==> src/rtl/uart_rx_sampler.sv <==
// rtl/uart_rx_sampler.sv - 8N1 serial receiver with 3-sample majority vote and a one-cycle FIFO write strobe
module uart_rx_sampler #(
    parameter  int CLKS_PER_BIT = 347,
    localparam int CNT_W        = $clog2(CLKS_PER_BIT)
) (
    input  logic       clk,
    input  logic       resetn,
    input  logic       rx,
    output logic [7:0] rxbyte,
    output logic       newrxstrobe,
    output logic       frame_err,
    output logic       busy
);

    localparam logic [CNT_W-1:0] BIT_LAST  = CNT_W'(CLKS_PER_BIT - 1);
    localparam logic [CNT_W-1:0] HALF_LOAD = CNT_W'(CLKS_PER_BIT / 2 - 1);

    typedef enum logic [2:0] {
        QUIET,
        IDLE,
        START,
        DATA,
        STOP
    } state_t;

    state_t           state, state_n;
    logic             sync1, sync2;
    logic [2:0]       hist;
    logic             vote;
    logic [CNT_W-1:0] timer, timer_n;
    logic [2:0]       idx, idx_n;
    logic [7:0]       shreg, shreg_n;
    logic [7:0]       rxbyte_n;
    logic             strobe_n, ferr_n;

    assign vote = (hist[0] & hist[1]) | (hist[0] & hist[2]) | (hist[1] & hist[2]);
    assign busy = (state == START) || (state == DATA) || (state == STOP);

    always_ff @(posedge clk) begin
        if (!resetn) begin
            sync1 <= 1'b1;
            sync2 <= 1'b1;
            hist  <= 3'b111;
        end else begin
            sync1 <= rx;
            sync2 <= sync1;
            hist  <= {hist[1:0], sync2};
        end
    end

    always_ff @(posedge clk) begin
        if (!resetn) begin
            state       <= QUIET;
            timer       <= '0;
            idx         <= '0;
            shreg       <= '0;
            rxbyte      <= '0;
            newrxstrobe <= 1'b0;
            frame_err   <= 1'b0;
        end else begin
            state       <= state_n;
            timer       <= timer_n;
            idx         <= idx_n;
            shreg       <= shreg_n;
            rxbyte      <= rxbyte_n;
            newrxstrobe <= strobe_n;
            frame_err   <= ferr_n;
        end
    end

    always_comb begin
        state_n  = state;
        timer_n  = timer;
        idx_n    = idx;
        shreg_n  = shreg;
        rxbyte_n = rxbyte;
        strobe_n = 1'b0;
        ferr_n   = 1'b0;
        case (state)
            // Timer counts up here: the line must stay high for a full bit time before we trust it.
            QUIET: begin
                if (!sync2) begin
                    timer_n = '0;
                end else if (timer == BIT_LAST) begin
                    timer_n = '0;
                    state_n = IDLE;
                end else begin
                    timer_n = timer + 1'b1;
                end
            end
            IDLE: begin
                if (!sync2) begin
                    timer_n = HALF_LOAD;
                    state_n = START;
                end
            end
            START: begin
                if (timer != '0) begin
                    timer_n = timer - 1'b1;
                end else if (!vote) begin
                    timer_n = BIT_LAST;
                    idx_n   = '0;
                    state_n = DATA;
                end else begin
                    state_n = IDLE;
                end
            end
            DATA: begin
                if (timer != '0) begin
                    timer_n = timer - 1'b1;
                end else begin
                    shreg_n = {vote, shreg[7:1]};
                    idx_n   = idx + 3'd1;
                    timer_n = BIT_LAST;
                    if (idx == 3'd7) begin
                        state_n = STOP;
                    end
                end
            end
            STOP: begin
                if (timer != '0) begin
                    timer_n = timer - 1'b1;
                end else if (vote) begin
                    rxbyte_n = shreg;
                    strobe_n = 1'b1;
                    state_n  = IDLE;
                end else begin
                    ferr_n  = 1'b1;
                    timer_n = '0;
                    state_n = QUIET;
                end
            end
            default: begin
                timer_n = '0;
                state_n = QUIET;
            end
        endcase
    end

endmodule

==> config.mk <==
export PLATFORM = sky130hd
export DESIGN_NAME = uart_rx_sampler
export DESIGN_NICKNAME = d
export VERILOG_FILES = /design/src/rtl/uart_rx_sampler.sv
export SDC_FILE = /design/constraint.sdc
export NUM_CORES = 1
export LEC_CHECK = 0
export CAP_MARGIN = 10
export CORE_MARGIN = 5
export CORE_UTILIZATION = 60
export CTS_BUF_LIST = sky130_fd_sc_hd__clkbuf_16
export DETAILED_ROUTE_END_ITERATION = 6
export DONT_BUFFER_PORTS = 1
export HOLD_SLACK_MARGIN = 0.08
export PLACE_DENSITY = 0.73
export SLEW_MARGIN = 20
export SYNTH_ARGS = -nofsm -noshare
export SYNTH_HDL_FRONTEND = slang
export SYNTH_SLANG_ARGS = --single-unit
==> constraint.sdc <==
create_clock -name clk -period 2.45 [get_ports clk]
set_clock_uncertainty 0.1 [all_clocks]
set_input_delay 0.1225 -clock clk [delete_from_list [all_inputs] [get_ports clk]]
set_output_delay 0.1225 -clock clk [all_outputs]
set_load 0.01 [all_outputs]
==> impl_metrics.yaml <==
placed_design:
  placedCellCount: 267
  place.gp.congestion: 0.968
  port_buffers: 0
  dp_hpwl_um: 3480
global_route:
  grtUsageTotal_pct: 20.3
  grt_antenna_before_repair: 0
  grt_max_degree: 37
  grt_overflow: 0
  grt_pass1_wl_um: 8090
  grt_pass1_vias: 1640
worst_setup_path:
  worst-path-buf-inv: 1
  worstPathRequired_ns: 2.52
  cp_slowest_cell: "dfxtp_1"
  crit_type: "flip-flop to flip-flop"
  end_kind: "flip-flop"
  critPathMaxFanout: 7
  cp.arrival_ns: 2.37
  crit_chain: "inv_1 -> ha_1 -> nor4b_4 -> and4_1 -> a311oi_4 -> o21ai_1 -> a32o_2"
  critical_path.max_stage_delay_ns: 0.45
  cp_top_family: "compound AO/OA/AOI/OAI gates"
  startpoint_type: "flip-flop"
logic_synthesis:
  yosysTopAreaCellShare_pct: 35.5
  synthAdderAreaFrac_pct: 4.02
  synthFlopType: "dfxtp_1"
  async_flop_share_pct: 0
  synth_top_family_by_area: "simple AND/OR/NAND/NOR gates"
  ys_seq_area_share_pct: 35.5
  synth_edf_count: 0
  ys_top_cells_by_count: "38 x dfxtp_1, 27 x nor2b_1, 16 x mux2i_1, 12 x nand2_1"
  yosysWarnings: 0
  ys_top_cells_by_area: "dfxtp_1 35%, nor2b_1 7.9%, mux2i_1 7.5%, ha_1 3.5%, nand2b_1 2.3%"
  synth_nets: 243
  synth_compound_area_share_pct: 20.2
  syn_area_mm2: 0.00215
  syn_inst: 234
  synthXorXnorAreaFrac_pct: 0.408
  synthSimpleGateAreaFrac_pct: 27.2
  syn-mean-instance-area_um2: 9.17
  yosysMostFrequentCell: "dfxtp_1"
  ys_seq_elements: 38
  synth_top_area_cell: "dfxtp_1"
  synthMuxAreaShare_pct: 7.46
  synth_cell_types: 65
drt:
  dr_total_vias: 1770
  final_antenna_net_count: 0
  routed_wl_um: 4900
  drt_pass1_iterations: 5
  vias_per_cell: 6.41
  avgRoutedWirePerCell_um: 17.8
  drc_errors: 0
  drtIter0Drc: 201
outcome:
  status: "completed"
sta:
  fmax_mhz: 433
  finalCritPeriodShare_pct: 94.2
  report.final.setup_viol: 0
  holdWs_ns: 0.144
  worstMarginPinSlew_ns: 0.613
  relSlewSlack_pct: 59.1
  rsz0062_at_grt: "false"
  fin_crit_ns: 2.31
  final.setup.tns_ns: 0
  hold_viol_final: 0
  slew_viol_final: 0
die:
  die_w_um: 69.8
  core-area_mm2: 0.00339
  initial_core_util_pct: 63.3
  die_h_um: 69.8
  placementRows: 21
  die_area_mm2: 0.00487
  ioPinCount: 14
layout:
  syn_to_final_growth_pct: 7.06
  diodes: 0
  drive_above_1_share_pct: 9.13
  fin_cells: 276
  nets: 239
  fillCellCount: 270
  final_util_pct: 67.8
cts:
  cts_root_buf: "clkbuf_16"
  cts_tree: "yes"
  htreeDepth: 2
  cts_max_path_buffers: 2
  cts_buffers: 5
  insertion_delay_ns: 0.28
  clk_pin_slew_ns: 0.05
  cts.sink_count: 38
hold_path:
  hold_class: "input port to flip-flop"
pwr:
  power.total_mw: 1.38
  ir_drop_uv: 417
  p_leak_nw: 0.916
  pwr_density_cell_mw_per_mm2: 603
job:
  maxCapViolations: 0
metal layers:
layer / GRT usage, % / wire [µm] / up-vias
met1: 26.2 / 2080 / 808
met4: 7.23 / 97 / 0
met2: 31.6 / 2300 / 93
li1: - / - / 854
met5: 0 / 0 / -
met3: 6.38 / 427 / 15
metrics by stage:
stage / cell area, µm² / worst slack (ns)
final: 2300 / 0.143
after global routing: 2300 / 0.0208
after CTS: 2290 / 0.0268
after detailed placement: 2140 / 0.141
after global placement: 2140 / 0.227
after floorplan: 2150 / 0.295
area by class of cell:
type                       instances  area [µm²]  area share, %
multi-input combinational        173        1280           55.7
sequential                        38         761           33.1
clock buffer                       5         125           5.45
tap                               46        57.6           2.51
timing repair buffer               5        37.5           1.63
inverter                           7        26.3           1.14
clock inverter                     2        10.0          0.436
worst min-delay path, cell delays in order:
cell and delay, ns:
nand2_1 0.09, o21ai_1 0.15, a22o_1 0.13
state kept, by name, summed over array words and instances (netlist names):
signal / cells
state: 3
timer: 9
rxbyte: 8
newrxstrobe: 1
hist: 3
sync1: 1
shreg: 8
frame_err: 1
idx: 3
sync2: 1
power by group:
part	total, mW	internal [mW]	switching [mW]
registers	0.641	0.626	0.0149
logic	0.150	0.0602	0.0893
clock network	0.594	0.367	0.228
kinds of logic (layout without fill, tap and decap cells):
family / Yosys count / after routing
AO/OA/AOI/OAI: 53 / 53
XOR/XNOR: 1 / 1
adder cells (fa/ha/maj): 7 / 7
buffers and inverters: 23 / 19
flip-flops: 38 / 38
multiplexers: 16 / 16
AND/OR/NAND/NOR: 96 / 96
repair_timing:
action | CTS | global route
hold endpoints to repair | 37 | 0
endpoints found under the setup margin | 0 | 1
hold buffers | 2 | 0
gates resized for setup | 0 | 1
setup buffers | 0 | 0
placed cells by master, fill, tap and decap left out, types with 2 or more instances in the layout:
cell / instances
inv_1: 7
nor3_1: 8
a21oi_1: 8
nor2b_1: 27
dfxtp_1: 38
nand2b_1: 8
and2_1: 2
nand2_1: 12
a221o_1: 2
nand3_1: 6
o31ai_1: 3
clkinv_2: 2
o221ai_1: 2
a32oi_1: 2
o31a_1: 2
a32o_1: 3
a31oi_1: 2
and4_1: 2
nor4_1: 2
and3_1: 5
o21ai_1: 5
a22o_1: 2
ha_1: 6
clkbuf_16: 5
buf_4: 3
mux2i_1: 16
nor2_1: 8
or3_1: 2
o2bb2ai_1: 3
final timing paths:
path,startpoint,end,slack [ns],depth (start not counted)
setup reg to reg,timer[0]$_SDFFE_PN0P_,timer[6]$_SDFFE_PN0P_,0.14,7
hold reg to reg,sync1$_SDFF_PN1_,sync2$_SDFF_PN1_,0.32,1
setup / recovery,timer[0]$_SDFFE_PN0P_,timer[6]$_SDFFE_PN0P_,0.14,7
hold / removal,resetn,timer[8]$_SDFFE_PN0P_,0.14,3
Note: power is estimated with default switching activity, not from simulation.
